==> src/rtl/serial_cmp_pkg.sv <==
// Shared types and reset constants for the bit-serial magnitude comparator.
// Exports: state_t (IDLE/RUN/DONE), E_INIT and G_INIT chain seeds.
package serial_cmp_pkg;

   typedef enum logic [1:0] {
      IDLE = 2'd0,
      RUN  = 2'd1,
      DONE = 2'd2
   } state_t;

   localparam logic E_INIT = 1'b1;
   localparam logic G_INIT = 1'b0;

endpackage

==> src/rtl/cmp_bit_slice.sv <==
// One-bit compare slice: folds a bit pair into the (e, g) chain.
// Ports: a, b bits; e_in/g_in chain in; e_out/g_out chain out.
module cmp_bit_slice (
   input  logic a,
   input  logic b,
   input  logic e_in,
   input  logic g_in,
   output logic e_out,
   output logic g_out
);

   assign e_out = ~(a ^ b) & e_in;
   assign g_out = g_in | (~a & b & e_in);

endmodule

==> src/rtl/serial_magnitude_comparator.sv <==
// Bit-serial MSB-first magnitude comparator with valid/ready handshakes.
// Ports: clk, rst_n (async low); in_valid/in_ready, a_in, b_in operands;
// out_valid/out_ready result; eq, b_gt_a, a_gt_b flags; busy in RUN.
// Option: SERIAL_CMP_EARLY_EXIT_EN stops RUN at the first differing bit.
module serial_magnitude_comparator
   import serial_cmp_pkg::*;
#(
   parameter int WIDTH = 8,
   parameter int CNT_W = $clog2(WIDTH)
) (
   input  logic             clk,
   input  logic             rst_n,
   input  logic             in_valid,
   output logic             in_ready,
   input  logic [WIDTH-1:0] a_in,
   input  logic [WIDTH-1:0] b_in,
   output logic             out_valid,
   input  logic             out_ready,
   output logic             eq,
   output logic             b_gt_a,
   output logic             a_gt_b,
   output logic             busy
);

   state_t           state;
   logic [WIDTH-1:0] a_q;
   logic [WIDTH-1:0] b_q;
   logic [CNT_W-1:0] cnt;
   logic             e_q;
   logic             g_q;

   logic a_bit;
   logic b_bit;
   logic e_nx;
   logic g_nx;
   logic last;

   assign a_bit = a_q[cnt];
   assign b_bit = b_q[cnt];

   cmp_bit_slice u_slice (
      .a     (a_bit),
      .b     (b_bit),
      .e_in  (e_q),
      .g_in  (g_q),
      .e_out (e_nx),
      .g_out (g_nx)
   );

`ifdef SERIAL_CMP_EARLY_EXIT_EN
   // A mismatch fixes the result; lower bits cannot change it.
   assign last = (cnt == '0) | ~e_nx;
`else
   assign last = (cnt == '0);
`endif

   always_ff @(posedge clk or negedge rst_n) begin
      if (!rst_n) begin
         state     <= IDLE;
         cnt       <= CNT_W'(WIDTH - 1);
         e_q       <= E_INIT;
         g_q       <= G_INIT;
         a_q       <= '0;
         b_q       <= '0;
         in_ready  <= 1'b1;
         out_valid <= 1'b0;
         eq        <= 1'b0;
         b_gt_a    <= 1'b0;
         a_gt_b    <= 1'b0;
         busy      <= 1'b0;
      end else begin
         unique case (state)
            IDLE: begin
               if (in_valid) begin
                  a_q      <= a_in;
                  b_q      <= b_in;
                  e_q      <= E_INIT;
                  g_q      <= G_INIT;
                  cnt      <= CNT_W'(WIDTH - 1);
                  in_ready <= 1'b0;
                  busy     <= 1'b1;
                  state    <= RUN;
               end
            end
            RUN: begin
               e_q <= e_nx;
               g_q <= g_nx;
               if (last) begin
                  // Flags come straight from the slice so they
                  // appear together with out_valid.
                  state     <= DONE;
                  busy      <= 1'b0;
                  out_valid <= 1'b1;
                  eq        <= e_nx;
                  b_gt_a    <= g_nx;
                  a_gt_b    <= ~e_nx & ~g_nx;
               end else begin
                  cnt <= cnt - CNT_W'(1);
               end
            end
            DONE: begin
               if (out_ready) begin
                  out_valid <= 1'b0;
                  in_ready  <= 1'b1;
                  state     <= IDLE;
               end
            end
            default: begin
               state     <= IDLE;
               in_ready  <= 1'b1;
               out_valid <= 1'b0;
               busy      <= 1'b0;
            end
         endcase
      end
   end

endmodule

==> config.mk <==
export PLATFORM = sky130hd
export DESIGN_NAME = serial_magnitude_comparator
export DESIGN_NICKNAME = d
export VERILOG_FILES = /design/src/rtl/serial_cmp_pkg.sv /design/src/rtl/cmp_bit_slice.sv /design/src/rtl/serial_magnitude_comparator.sv
export SDC_FILE = /design/constraint.sdc
export NUM_CORES = 1
export LEC_CHECK = 0
export BUFFER_PORTS_ARGS = -buffer_cell sky130_fd_sc_hd__buf_2
export CORE_MARGIN = 1
export CORE_UTILIZATION = 58
export CTS_CLUSTER_DIAMETER = 100
export DETAILED_ROUTE_END_ITERATION = 16
export PLACE_DENSITY_LB_ADDON = 0.2
export SLEW_MARGIN = 20
export SYNTH_ARGS = -nofsm -noshare
export SYNTH_HDL_FRONTEND = slang
export SYNTH_HIERARCHICAL = 1
export SYNTH_SLANG_ARGS = --single-unit
==> constraint.sdc <==
create_clock -name clk -period 5.1 [get_ports clk]
set_input_delay 0.255 -clock clk [delete_from_list [all_inputs] [get_ports clk]]
set_output_delay 0.255 -clock clk [all_outputs]
set_load 0.005 [all_outputs]
==> impl_metrics.env <==
export IMPL_outcome="completed"
export IMPL_maxSlewHeadroom=0.586
export IMPL_crit_fanout=8
export IMPL_cp_endpoint="a_gt_b"
export IMPL_fmax_mhz=430
export IMPL_wl_per_cell_um=14.7
export IMPL_rsz0062_at_grt="no"
export IMPL_post_cts_repair_setup_buffers=0
export IMPL_start_kind="flip-flop"
export IMPL_grt_pass1_wl_um=4000
export IMPL_ys_warn_count=6
export IMPL_crit_arrival_ns=2.54
export IMPL_synth_seq_cells=29
export IMPL_syn_nets=126
export IMPL_die_w_um=51.0
export IMPL_cp_startpoint="cnt[0]"
export IMPL_ir_worst_vdd_uv=367
export IMPL_drive_above_1_share=0.318
export IMPL_clockRootBuffer="clkbuf_4"
export IMPL_n_antenna_cell=0
export IMPL_place_hpwl_um=1700
export IMPL_syn_inst=103
export IMPL_cts_sinks=29
export IMPL_grt_pass1_vias=932
export IMPL_slew_violations=0
export IMPL_drt_initial_drc_count=11
export IMPL_finish_instance_area_um2=1590
export IMPL_ctsLongestPathBuffers=2
export IMPL_clk_pin_slew_ns=0.08
export IMPL_fp_dieH_um=51.0
export IMPL_viasPerCell=5.47
export IMPL_final_antenna_net_count=0
export IMPL_cp_end_kind="flip-flop"
export IMPL_yosysSeqAreaShare=0.525
export IMPL_leakage_nw=0.779
export IMPL_h_tree_depth=2
export IMPL_fin_skew_ns=0.00362
export IMPL_port_buffer_count=25
export IMPL_grt_max_degree=30
export IMPL_syn_area_per_cell_um2=13.5
export IMPL_reg2reg_from="cnt[0]"
export IMPL_nets=155
export IMPL_timing_final_hold_violations=0
export IMPL_post_dp_cell_area_um2=1520
export IMPL_area_growth_pct=13.8
export IMPL_reg2reg_depth=6
export IMPL_power_density_nw_per_um2=585
export IMPL_max_slew_worst_pin_slew_ns=0.621
export IMPL_core_um2=2230
export IMPL_cp_data_required_time_ns=5.32
export IMPL_antenna_found_initial=0
export IMPL_gp_congestion=0.772
export IMPL_rows=17
export IMPL_cts_repair_resized=0
export IMPL_drt_total_wl_um=2350
export IMPL_fillCellCount=188
export IMPL_grt_total_usage=0.224
export IMPL_seqCellArea_um2=732
export IMPL_cts_tree="done"
export IMPL_worst_setup_path_type="reg2reg"
export IMPL_overflow=0
export IMPL_ys_types=28
export IMPL_layout_min_cycle_time_ns=2.32
export IMPL_synthesis_area_um2=1390
export IMPL_initial_core_util=0.624
export IMPL_multi_input_area_um2=603
export IMPL_fin_tns_setup_ns=0
export IMPL_hp_class="in2reg"
export IMPL_setup_viol=0
export IMPL_period_share=0.456
export IMPL_io_pins=26
export IMPL_die_area_um2=2600
export IMPL_reg2reg_slack_ns=2.78
export IMPL_clock_latency_ns=0.33
export IMPL_drcViolationCount=0
export IMPL_vias=875
export IMPL_r2r_end="a_gt_b"
export IMPL_maxCapViolCount=0
export IMPL_cts_made_buffers=5
export IMPL_drtPass1Iterations=4
[metal layers]
metal | up-vias | wire [um] | global-route usage
met5 | - | 0 | 0
li1 | 423 | - | -
met2 | 23 | 1230 | 0.399
met1 | 421 | 952 | 0.228
met3 | 8 | 100 | 0.0625
met4 | 0 | 68 | 0.139
[final cells by class]
cell class	instances	share of cell area
flip-flops and latches	29	0.461
multi-input cells	64	0.380
repair buffers	27	0.0899
clock buffers	7	0.0347
well taps	28	0.0221
inverters	5	0.0118
[critical path: stages (launching register included)]
cell and delay (ns):
dfstp_2 0.63, mux4_1 0.57, mux2_2 0.28, ha_1 0.27, and2_1 0.15, nor2_1 0.05, mux2_1 0.28
[cell families after synthesis]
logic type | after synthesis | synth area share
buffers and inverters | 10 | 0.0422
multiplexers | 27 | 0.259
flip-flops | 29 | 0.525
AO/OA/AOI/OAI | 14 | 0.0682
adder cells (fa/ha/maj) | 3 | 0.0269
AND/OR/NAND/NOR | 20 | 0.0781
[repair_timing]
item                       4_1_cts  5_1_grt
setup endpoints to repair        0        0
hold endpoints to repair        24        0
hold buffers                     1        0
[cells in the mapped netlist]
master	count	share of area
mux2_2	2	0.016
nand2b_1	3	0.013
mux4_1	4	0.075
nor2b_2	1	0.0063
nand2_1	1	0.0027
nor2b_1	2	0.0090
buf_6	2	0.016
nor2_2	1	0.0045
buf_4	1	0.0054
dfstp_2	5	0.094
o21ai_1	2	0.0072
a21oi_1	2	0.0072
o21ba_2	1	0.0072
and2_1	1	0.0045
buf_2	2	0.0072
o211ai_1	1	0.0054
a21o_1	4	0.022
inv_1	5	0.013
o21ai_0	2	0.0072
or2b_1	1	0.0054
o22a_1	2	0.013
mux2i_1	2	0.014
nand3b_1	1	0.0054
nor2_1	8	0.022
mux2_1	19	0.15
dfrtp_1	24	0.43
or4_1	1	0.0054
ha_1	3	0.027
[registers in the layout (all words and copies together) (netlist names)]
name	cells
cnt	3
a_q	8
in_ready	1
b_q	8
a_gt_b	1
b_gt_a	1
g_q	1
state	2
busy	1
e_q	1
eq	1
out_valid	1
[report_power, final]
group	internal, W	total [W]	switching (W)
Clock	0.0000649	0.000139	0.0000737
Sequential	0.000355	0.000440	0.0000850
Combinational	0.000211	0.000350	0.000139
Total	0.000631	0.000929	0.000298
[stage by stage]
stage               worst slack, ns  hold slack, ns  total power, W  utilization  cells
floorplan                      2.86         -0.0406        0.000713            -    103
global placement               2.83           0.296        0.000777        0.681    152
finish                         2.78           0.134        0.000929        0.710    160
global route                   2.69           0.132         0.00100        0.710    160
detailed placement             2.79           0.311        0.000799        0.681    152
CTS                            2.76           0.125        0.000943        0.710    160
[cell usage in the layout, fill, tap and decap left out, drive strengths merged]
cell type | netlist | final
mux4 | 4 | 4
and2 | 1 | 1
nand2 | 1 | 1
a21oi | 2 | 2
nor2b | 3 | 3
or4 | 1 | 1
inv | 5 | 5
o21ai | 4 | 4
o21ba | 1 | 1
nand2b | 3 | 3
ha | 3 | 3
mux2 | 21 | 21
dfrtp | 24 | 24
o22a | 2 | 2
buf | 5 | 26
o211ai | 1 | 1
or2b | 1 | 1
clkbuf | 0 | 7
nand3b | 1 | 1
mux2i | 2 | 2
a21o | 4 | 4
dfstp | 5 | 5
nor2 | 9 | 9
dlygate4sd3 | 0 | 1
[how the worst min path moves through the flow]
stage	startpoint	to	slack, ns	cells after the start
floorplan	rst_n	a_gt_b	-0.04	0
global placement	rst_n	a_gt_b	0.30	1
detailed placement	rst_n	a_gt_b	0.31	1
CTS	a_in[6]	a_q[6]	0.12	2
global route	b_in[0]	b_q[0]	0.13	2
finish	b_in[0]	b_q[0]	0.13	2
No activity file was read; power rests on OpenSTA's default activity.
